`src/rtl/tmds_lane_gearbox.sv`:
```
// tmds_lane_gearbox: multi-lane TMDS word serializer gearbox in the fast clock domain.
// Accepts NUM_CH words per pixel over valid/ready and emits OUT_W bits per lane per
// cycle, LSB first, together with the matching clock-lane pattern. If no word is
// available at a word boundary, IDLE_WORD is sent on every lane and underflow pulses.
// Optional feature macro: TMDS_GEARBOX_UFCNT_EN enables the saturating underflow counter.
module tmds_lane_gearbox #(
  parameter int                NUM_CH    = 3,
  parameter int                WORD_W    = 10,
  parameter int                OUT_W     = 2,
  parameter logic [WORD_W-1:0] IDLE_WORD = 10'b1101010100,
  parameter logic [WORD_W-1:0] CLK_WORD  = 10'b0000011111
) (
  input  logic                     clk,
  input  logic                     rst,
  input  logic [NUM_CH*WORD_W-1:0] s_data,
  input  logic                     s_valid,
  output logic                     s_ready,
  output logic [NUM_CH*OUT_W-1:0]  dout,
  output logic [OUT_W-1:0]         clk_lane,
  output logic                     word_start,
  output logic                     underflow,
  output logic [15:0]              underflow_cnt
);

  localparam int              R       = WORD_W / OUT_W;
  localparam int              PH_W    = (R > 1) ? $clog2(R) : 1;
  localparam logic [PH_W-1:0] PH_LAST = PH_W'(R - 1);

  logic [PH_W-1:0]                r_phase;
  logic [NUM_CH*WORD_W-1:0]       r_buf;
  logic                           r_buf_valid;
  logic [NUM_CH-1:0][WORD_W-1:0]  r_sh;
  logic [WORD_W-1:0]              r_shc;
  logic                           r_underflow;

  logic w_load;
  logic w_hs;

  // The last phase of a word is the load cycle; the buffer can only refill then or when empty.
  assign w_load  = (r_phase == PH_LAST);
  assign s_ready = ~r_buf_valid | w_load;
  assign w_hs    = s_valid & s_ready;

  // Phase counter, shift registers, buffer occupancy and underflow flag.
  // NOTE: every sequential assignment is non-blocking so all registers sample
  // pre-edge values, no matter the order statements appear in.
  always_ff @(posedge clk or posedge rst) begin
    if (rst) begin
      r_phase     <= '0;
      r_buf_valid <= 1'b0;
      r_underflow <= 1'b0;
      r_sh        <= '0;
      r_shc       <= '0;
    end else if (w_load) begin
      r_phase     <= '0;
      r_shc       <= CLK_WORD;
      r_underflow <= 1'b0;
      if (r_buf_valid) begin
        // Buffered word goes out; a simultaneous handshake refills the buffer.
        r_sh        <= r_buf;
        r_buf_valid <= w_hs;
      end else if (w_hs) begin
        // Empty buffer: the arriving word bypasses straight into the shifters.
        r_sh <= s_data;
      end else begin
        r_sh        <= {NUM_CH{IDLE_WORD}};
        r_underflow <= 1'b1;
      end
    end else begin
      r_phase     <= r_phase + PH_W'(1);
      r_shc       <= r_shc >> OUT_W;
      r_underflow <= 1'b0;
      for (int i = 0; i < NUM_CH; i++) begin
        r_sh[i] <= r_sh[i] >> OUT_W;
      end
      if (w_hs) begin
        r_buf_valid <= 1'b1;
      end
    end
  end

  // Holding buffer data: captured on every handshake that does not bypass.
  // NOTE: data-only register with no reset; r_buf_valid qualifies its contents.
  always_ff @(posedge clk) begin
    if (w_hs && (r_buf_valid || !w_load)) begin
      r_buf <= s_data;
    end
  end

  // Each lane drives the low OUT_W bits of its shifter.
  for (genvar g = 0; g < NUM_CH; g++) begin : g_lane
    assign dout[g*OUT_W +: OUT_W] = r_sh[g][OUT_W-1:0];
  end

  assign clk_lane   = r_shc[OUT_W-1:0];
  assign word_start = (r_phase == '0);
  assign underflow  = r_underflow;

`ifdef TMDS_GEARBOX_UFCNT_EN
  logic [15:0] r_ufcnt;

  // Saturating count of underflow pulses; cleared only by reset.
  always_ff @(posedge clk or posedge rst) begin
    if (rst) begin
      r_ufcnt <= '0;
    end else if (r_underflow && (r_ufcnt != 16'hFFFF)) begin
      r_ufcnt <= r_ufcnt + 16'd1;
    end
  end

  assign underflow_cnt = r_ufcnt;
`else
  assign underflow_cnt = 16'h0000;
`endif

endmodule
```
`config.mk`:
```
export PLATFORM = sky130hd
export DESIGN_NAME = tmds_lane_gearbox
export DESIGN_NICKNAME = d
export VERILOG_FILES = /design/src/rtl/tmds_lane_gearbox.sv
export SDC_FILE = /design/constraint.sdc
export NUM_CORES = 1
export LEC_CHECK = 0
export CAP_MARGIN = 20
export CELL_PAD_IN_SITES_DETAIL_PLACEMENT = 1
export CELL_PAD_IN_SITES_GLOBAL_PLACEMENT = 2
export CORE_AREA = 4 4 94 96
export CTS_BUF_LIST = sky130_fd_sc_hd__clkbuf_8
export DETAILED_ROUTE_END_ITERATION = 12
export DIE_AREA = 0 0 98 100
export PLACE_DENSITY_LB_ADDON = 0.1
export RECOVER_POWER = 50
export SYNTH_ARGS = -nofsm -noshare
export SYNTH_HDL_FRONTEND = slang
export SYNTH_SLANG_ARGS = --single-unit
```
`constraint.sdc`:
```
create_clock -name clk -period 3.6 [get_ports clk]
set_clock_uncertainty 0.2 [all_clocks]
set_input_delay 0.54 -clock clk [delete_from_list [all_inputs] [get_ports clk]]
set_output_delay 0.54 -clock clk [all_outputs]
set_load 0.1 [all_outputs]
```
==> results.yml, run 1 <==
grt:
  overflow: 0
  grt_pass1_wl_um: 10300
  grt_pass1_vias: 1924
  grt_util_met3_pct: 2.92
  track_usage_pct: 13.7
  antenna_found_initial: 0
  grt_busiest_layer: "met2"
  grt_max_degree: 42
  use_met2_pct: 21.5
  use_met1_pct: 18.6
power:
  p_per_area_mw_per_mm2: 445
  p_seq_share_pct: 50.9
  p_leak_nw: 1.50
  clock_power_share_pct: 39.1
  p_switching_mw: 0.407
  vdd_ir_drop_max_mv: 0.246
  p_sw_share_pct: 25.1
  p_int_mw: 1.21
  power_frac_comb_pct: 10.0
sta:
  worst_pin_slew_ns: 0.977
  finalCriticalPeriod_ns: 2.85
  rsz0062_at_grt: "no"
  maxSlewViolCount: 0
  relSlewSlack_pct: 34.7
  fmax_ghz: 0.351
  hold_viol: 0
  tns_ns: 0
  fin_crit_sh_pct: 79.1
  finalSetupViolCount: 0
floorplanning:
  pin_count: 60
  row_count: 33
  dieArea_sq_mm: 0.00980
  dieWidth_um: 98
  die_h_um: 100
  initial_core_util_pct: 38.3
  coreArea_sq_mm: 0.00805
job:
  drv_cap: 0
setup_path:
  critical_path_class: "reg -> out"
  worstPathRequired_ns: 2.86
  cp-end-kind: "primary output"
  crit_fanout: 18
  worstSetupStartpointType: "flop"
  arrival_ns: 2.11
layout:
  fin_util_pct: 45.2
  drive_gt1_share_pct: 17.1
  nFillCells: 831
  stdcell_area_sq_mm: 0.00364
  finalNetCount: 305
  num_antenna_cells: 0
  syn2layout_area_growth_pct: 17.9
route:
  wl_um: 6390
  vias: 1849
  first_pass_iters: 4
  drt-wirelength-per-cell_um: 16.8
  route.detailed.drc: 0
  ant_nets: 0
  vias_per_cell: 4.87
  first_iter_violations: 90
clocking:
  cts_resized: 0
  cts_buffer_depth: 2
  cts_tree: "yes"
  numClockSinks: 68
  cts_hold_buf: 0
  clkTransAtPathRegs_ns: 0.07
  htree_levels: 3
  cts_inserted_buffers: 9
  post-cts-setup-buffers: 0
  clkLatencyLatePin_ns: 0.33
  cts-root-buf: "clkbuf_8"
synth:
  synth-compound-area-share_pct: 14.7
  ys_seq_area_share_pct: 60.1
  synth-xor-area-share_pct: 0
  yosys-top-cells-area: "dfrtp_1 (31%), edfxtp_1 (29%), buf_4 (7.8%), nand3b_1 (3.7%), o31ai_2 (3.7%)"
  ys_ff_latch: 68
  synth_area_per_cell_sq_um: 13.1
  synth_area_sq_mm: 0.00308
  synth_top_family_by_area: "compound AO/OA/AOI/OAI gates"
  synth_top_area_share_pct: 30.8
  synth_cell_types: 32
  netlist_instances: 235
  synth_fa_ha_area_share_pct: 1.18
  synth_mux_area_share_pct: 0.365
  synth_top_area_cell: "dfrtp_1"
  synth-simple-area-share_pct: 12.5
  ys_warn_count: 0
worst_hold_path:
  hold_path_class: "reg -> reg"
placed_design:
  port_buffers: 43
  placed_cell_area_sq_mm: 0.00344
  gp_congestion: 0.676
  dp_hpwl_um: 4190
outcome:
  status: "finished, final reports clean"
==> power by group through the flow <==
stage	Clock [mW]	Combinational, mW	Sequential, mW
2_1_floorplan	0	0.133	0.839
3_3_place_gp	0	0.171	0.840
3_5_place_dp	0	0.172	0.840
4_1_cts	0.652	0.172	0.824
5_1_grt	0.688	0.172	0.824
6_report	0.634	0.162	0.824
==> metal layers <==
metal,up-vias,wire length [um]
li1,876,-
met4,0,96
met2,46,3130
met1,918,2900
met3,9,256
met5,-,0
==> synthesized netlist by cell type <==
cell type / n
o31ai_2: 9
and2_1: 1
inv_2: 2
maj3_2: 1
o21a_1: 1
nor3_1: 1
buf_4: 32
a21bo_1: 4
o221a_1: 6
and3_1: 1
inv_1: 3
clkbuf_2: 1
nor2b_1: 10
nor3b_1: 4
mux2_2: 1
edfxtp_1: 30
nand2_1: 16
a31oi_1: 15
dfrtp_1: 38
nand3b_1: 15
ha_1: 2
buf_6: 5
nand2b_1: 2
buf_2: 3
a21oi_1: 16
conb_1: 1
nor2_1: 2
nand2_2: 1
clkbuf_4: 1
a21bo_2: 5
nor3b_2: 5
nand2b_4: 1
==> registers in the layout, summed over array words and instances, names as in the netlist <==
signal and cells:
r_buf_valid 1, underflow 1, r_sh 24, r_phase 3, r_buf 30, r_shc 3, dout 6
==> worst max-delay path: stages (launching register included) <==
cell      delay (ns)
dfrtp_1         0.62
clkbuf_1        0.72
nor2b_1         0.15
buf_4           0.28
==> final cells by class <==
class	count	area, sq um	share of cell area, %
multi-input combinational	135	945	26.0
clock buffer	11	151	4.16
tap	105	131	3.61
sequential	68	1850	50.9
inverter	5	18.8	0.516
timing repair buffer	51	487	13.4
clock inverter	5	51.3	1.41
==> cell usage in the layout, fill, tap and decap left out <==
cell,count
nor2b_1,10
bufinv_16,1
maj3_2,1
nor2_1,2
nand3b_1,15
nor3_1,1
clkinv_2,2
nand2b_1,2
clkdlybuf4s50_1,10
inv_1,4
and3_1,1
nor3b_2,5
a21oi_1,16
dfrtp_1,38
clkbuf_1,3
ha_1,2
buf_12,1
a21bo_2,5
nand2_1,16
inv_2,2
edfxtp_1,30
clkbuf_8,11
a31oi_1,15
clkinvlp_4,1
o21a_1,1
buf_4,6
conb_1,16
mux2_2,1
a21bo_1,4
o221a_1,6
nand2b_4,1
o31ai_2,9
nor3b_1,4
nand2_2,1
dlygate4sd3_1,31
and2_0,1
==> worst paths after layout <==
| kind | to | slack, ns | from | cells after the start |
|---|---|---|---|---|
| min in group asynchronous | dout[5] | 0.46 | rst | 2 |
| max in group asynchronous | r_sh[26] | 1.51 | rst | 3 |
| worst min-delay path | r_shc[2] | 0.24 | r_shc[3] | 1 |
| worst max-delay path | word_start | 0.75 | r_phase[2] | 3 |
| worst min register to register | r_shc[2] | 0.24 | r_shc[3] | 1 |
| worst max register to register | r_sh[28] | 1.04 | r_phase[2] | 5 |
==> metrics by stage <==
stage / hold WS [ns] / total power, mW / worst slack [ns] / instances
final: 0.235 / 1.62 / 0.754 / 380
after floorplan: 0.208 / 0.972 / 0.603 / 250
after global placement: 0.212 / 1.01 / 1.28 / 364
after CTS: 0.237 / 1.65 / 1.03 / 380
after detailed placement: 0.221 / 1.01 / 1.20 / 364
after global routing: 0.265 / 1.68 / 0.603 / 380
==> logic make-up (layout without fill, tap and decap cells) <==
family,count (synthesis),count (layout)
DFF,68,68
and+or+nand+nor,59,59
AOI/OAI and AO/OA,56,56
buffers and inverters,47,72
adders and majority gates,3,3
other,1,16
muxes,1,1
No activity file was read; power rests on OpenSTA's default activity.
==> inputs of run 2 (changes only) <==
CORE_AREA = 4 4 104 106   (was 4 4 94 96)
DIE_AREA = 0 0 108 110   (was 0 0 98 100)
clock period = 2.54 ns   (was 3.6 ns; I/O delays follow)
==> results.yml, run 2 (synthesis gave the netlist of run 1 again) <==
power:
  vdd_ir_drop_max_mv: 0.283
  p_sw_share_pct: 24.9
  p_seq_share_pct: 48.9
  p_switching_mw: 0.595
  p_leak_nw: 1.55
  clock_power_share_pct: 41.4
  power_frac_comb_pct: 9.8
  p_per_area_mw_per_mm2: 643
  p_int_mw: 1.79
worst_hold_path:
  hold_path_class: "reg -> reg"
sta:
  finalSetupViolCount: 0
  rsz0062_at_grt: "no"
  worst_pin_slew_ns: 1.18
  fin_crit_sh_pct: 91.6
  fmax_ghz: 0.430
  maxSlewViolCount: 0
  hold_viol: 0
  relSlewSlack_pct: 21.6
  tns_ns: 0
  finalCriticalPeriod_ns: 2.33
grt:
  use_met1_pct: 16.8
  grt_busiest_layer: "met2"
  grt_pass1_vias: 1925
  grt_pass1_wl_um: 10800
  antenna_found_initial: 0
  overflow: 0
  use_met2_pct: 18.6
  track_usage_pct: 12.2
  grt_max_degree: 39
  grt_util_met3_pct: 3.49
setup_path:
  worstPathRequired_ns: 1.96
  worstSetupStartpointType: "flop"
  critPathMaxStageDelay_ns: 0.40
  cp-end-kind: "primary output"
  crit_path_top_delay_cell: "dfrtp_1"
  arrival_ns: 1.74
  critical_path_class: "reg -> out"
  crit_fanout: 11
  path_cells: "inv_1, ha_1, nand2_2, nand2_1, buf_12"
floorplanning:
  initial_core_util_pct: 31.5
  pin_count: 60
  dieArea_sq_mm: 0.0119
  row_count: 36
  coreArea_sq_mm: 0.00977
  dieWidth_um: 108
  die_h_um: 110
layout:
  syn2layout_area_growth_pct: 20.5
  nFillCells: 1062
  fin_util_pct: 38.0
  drive_gt1_share_pct: 21.8
  mostFrequentLayoutCell: "dfrtp_1"
  num_antenna_cells: 0
  largest_reg_flops: 30
  layout_common_cells: "dfrtp_1 (38), dlygate4sd3_1 (31), edfxtp_1 (30), buf_4 (18)"
  finalNetCount: 310
  regMostFlops: "r_buf"
placed_design:
  port_buffers: 43
  dp_hpwl_um: 4510
  gp_congestion: 0.699
clocking:
  cts_inserted_buffers: 9
  clkLatencyLatePin_ns: 0.34
  cts_buffer_depth: 2
  htree_levels: 3
  cts_tree: "yes"
  cts_resized: 0
  cts_hold_buf: 0
  clkTransAtPathRegs_ns: 0.07
  cts-root-buf: "clkbuf_8"
  numClockSinks: 68
  post-cts-setup-buffers: 0
route:
  ant_nets: 0
  route.detailed.drc: 0
  first_pass_iters: 5
  drt-wirelength-per-cell_um: 16.2
  vias: 1848
  first_iter_violations: 35
  wl_um: 6680
  vias_per_cell: 4.47
job:
  drv_cap: 0
outcome:
  status: "finished, final reports clean"
-- run 2: cell types whose count changed in the layout (fill, tap and decap cells not counted), sizes merged --
cell,previous run,this run
clkinvlp,1,0
bufinv,1,2
inv,6,7
clkdlybuf4s50,10,1
buf,7,20
-- run 2: metrics by stage --
step | hold WS (ns) | power (mW) | setup slack [ns] | std cells | area (sq um)
final | 0.234 | 2.39 | 0.214 | 413 | 3710
after detailed placement | 0.222 | 1.44 | 0.556 | 397 | 3510
after CTS | 0.238 | 2.43 | 0.191 | 413 | 3730
after global routing | 0.269 | 2.49 | 0.0548 | 413 | 3710
after floorplan | 0.208 | 1.38 | 0.227 | 250 | 3140
after global placement | 0.227 | 1.44 | 0.603 | 397 | 3510
-- run 2: final cells by class --
type                       instances  area [sq um]  area share, %
timing repair buffer              56           512           13.8
multi-input combinational        135           947           25.5
tap                              133           166           4.48
inverter                           5          18.8          0.505
clock inverter                     6          81.3           2.19
clock buffer                      10           138           3.70
sequential                        68          1850           49.8
-- run 2: worst paths after layout --
kind                                  from        to  slack [ns]  depth (start not counted)
worst max register to register  r_phase[0]  r_buf[2]        0.56                          5
worst max-delay path            r_phase[0]   s_ready        0.21                          5
max in group asynchronous              rst   r_sh[2]        0.93                          3
min in group asynchronous              rst   dout[5]        0.59                          3
worst min-delay path              r_shc[3]  r_shc[2]        0.23                          1
worst min register to register    r_shc[3]  r_shc[2]        0.23                          1
-- run 2: worst max-delay path, delay by kind of cell, from the launching register on --
kind	cells	cell delay (ns)
DFF	1	0.40
adders and majority gates	1	0.39
and+or+nand+nor	2	0.36
buffers and inverters	2	0.25
-- run 2: power groups by stage --
stage,clock network (mW),registers [mW],logic [mW]
2_1_floorplan,0,1.19,0.188
3_3_place_gp,0,1.19,0.246
3_5_place_dp,0,1.19,0.247
4_1_cts,1.02,1.17,0.247
5_1_grt,1.07,1.17,0.248
6_report,0.987,1.17,0.233
-- run 2: metal layers --
metal / vias up / share of wire, %
li1: 879 / -
met3: 4 / 4.0
met1: 926 / 49
met2: 39 / 46
met4: 0 / 0.88
met5: - / 0
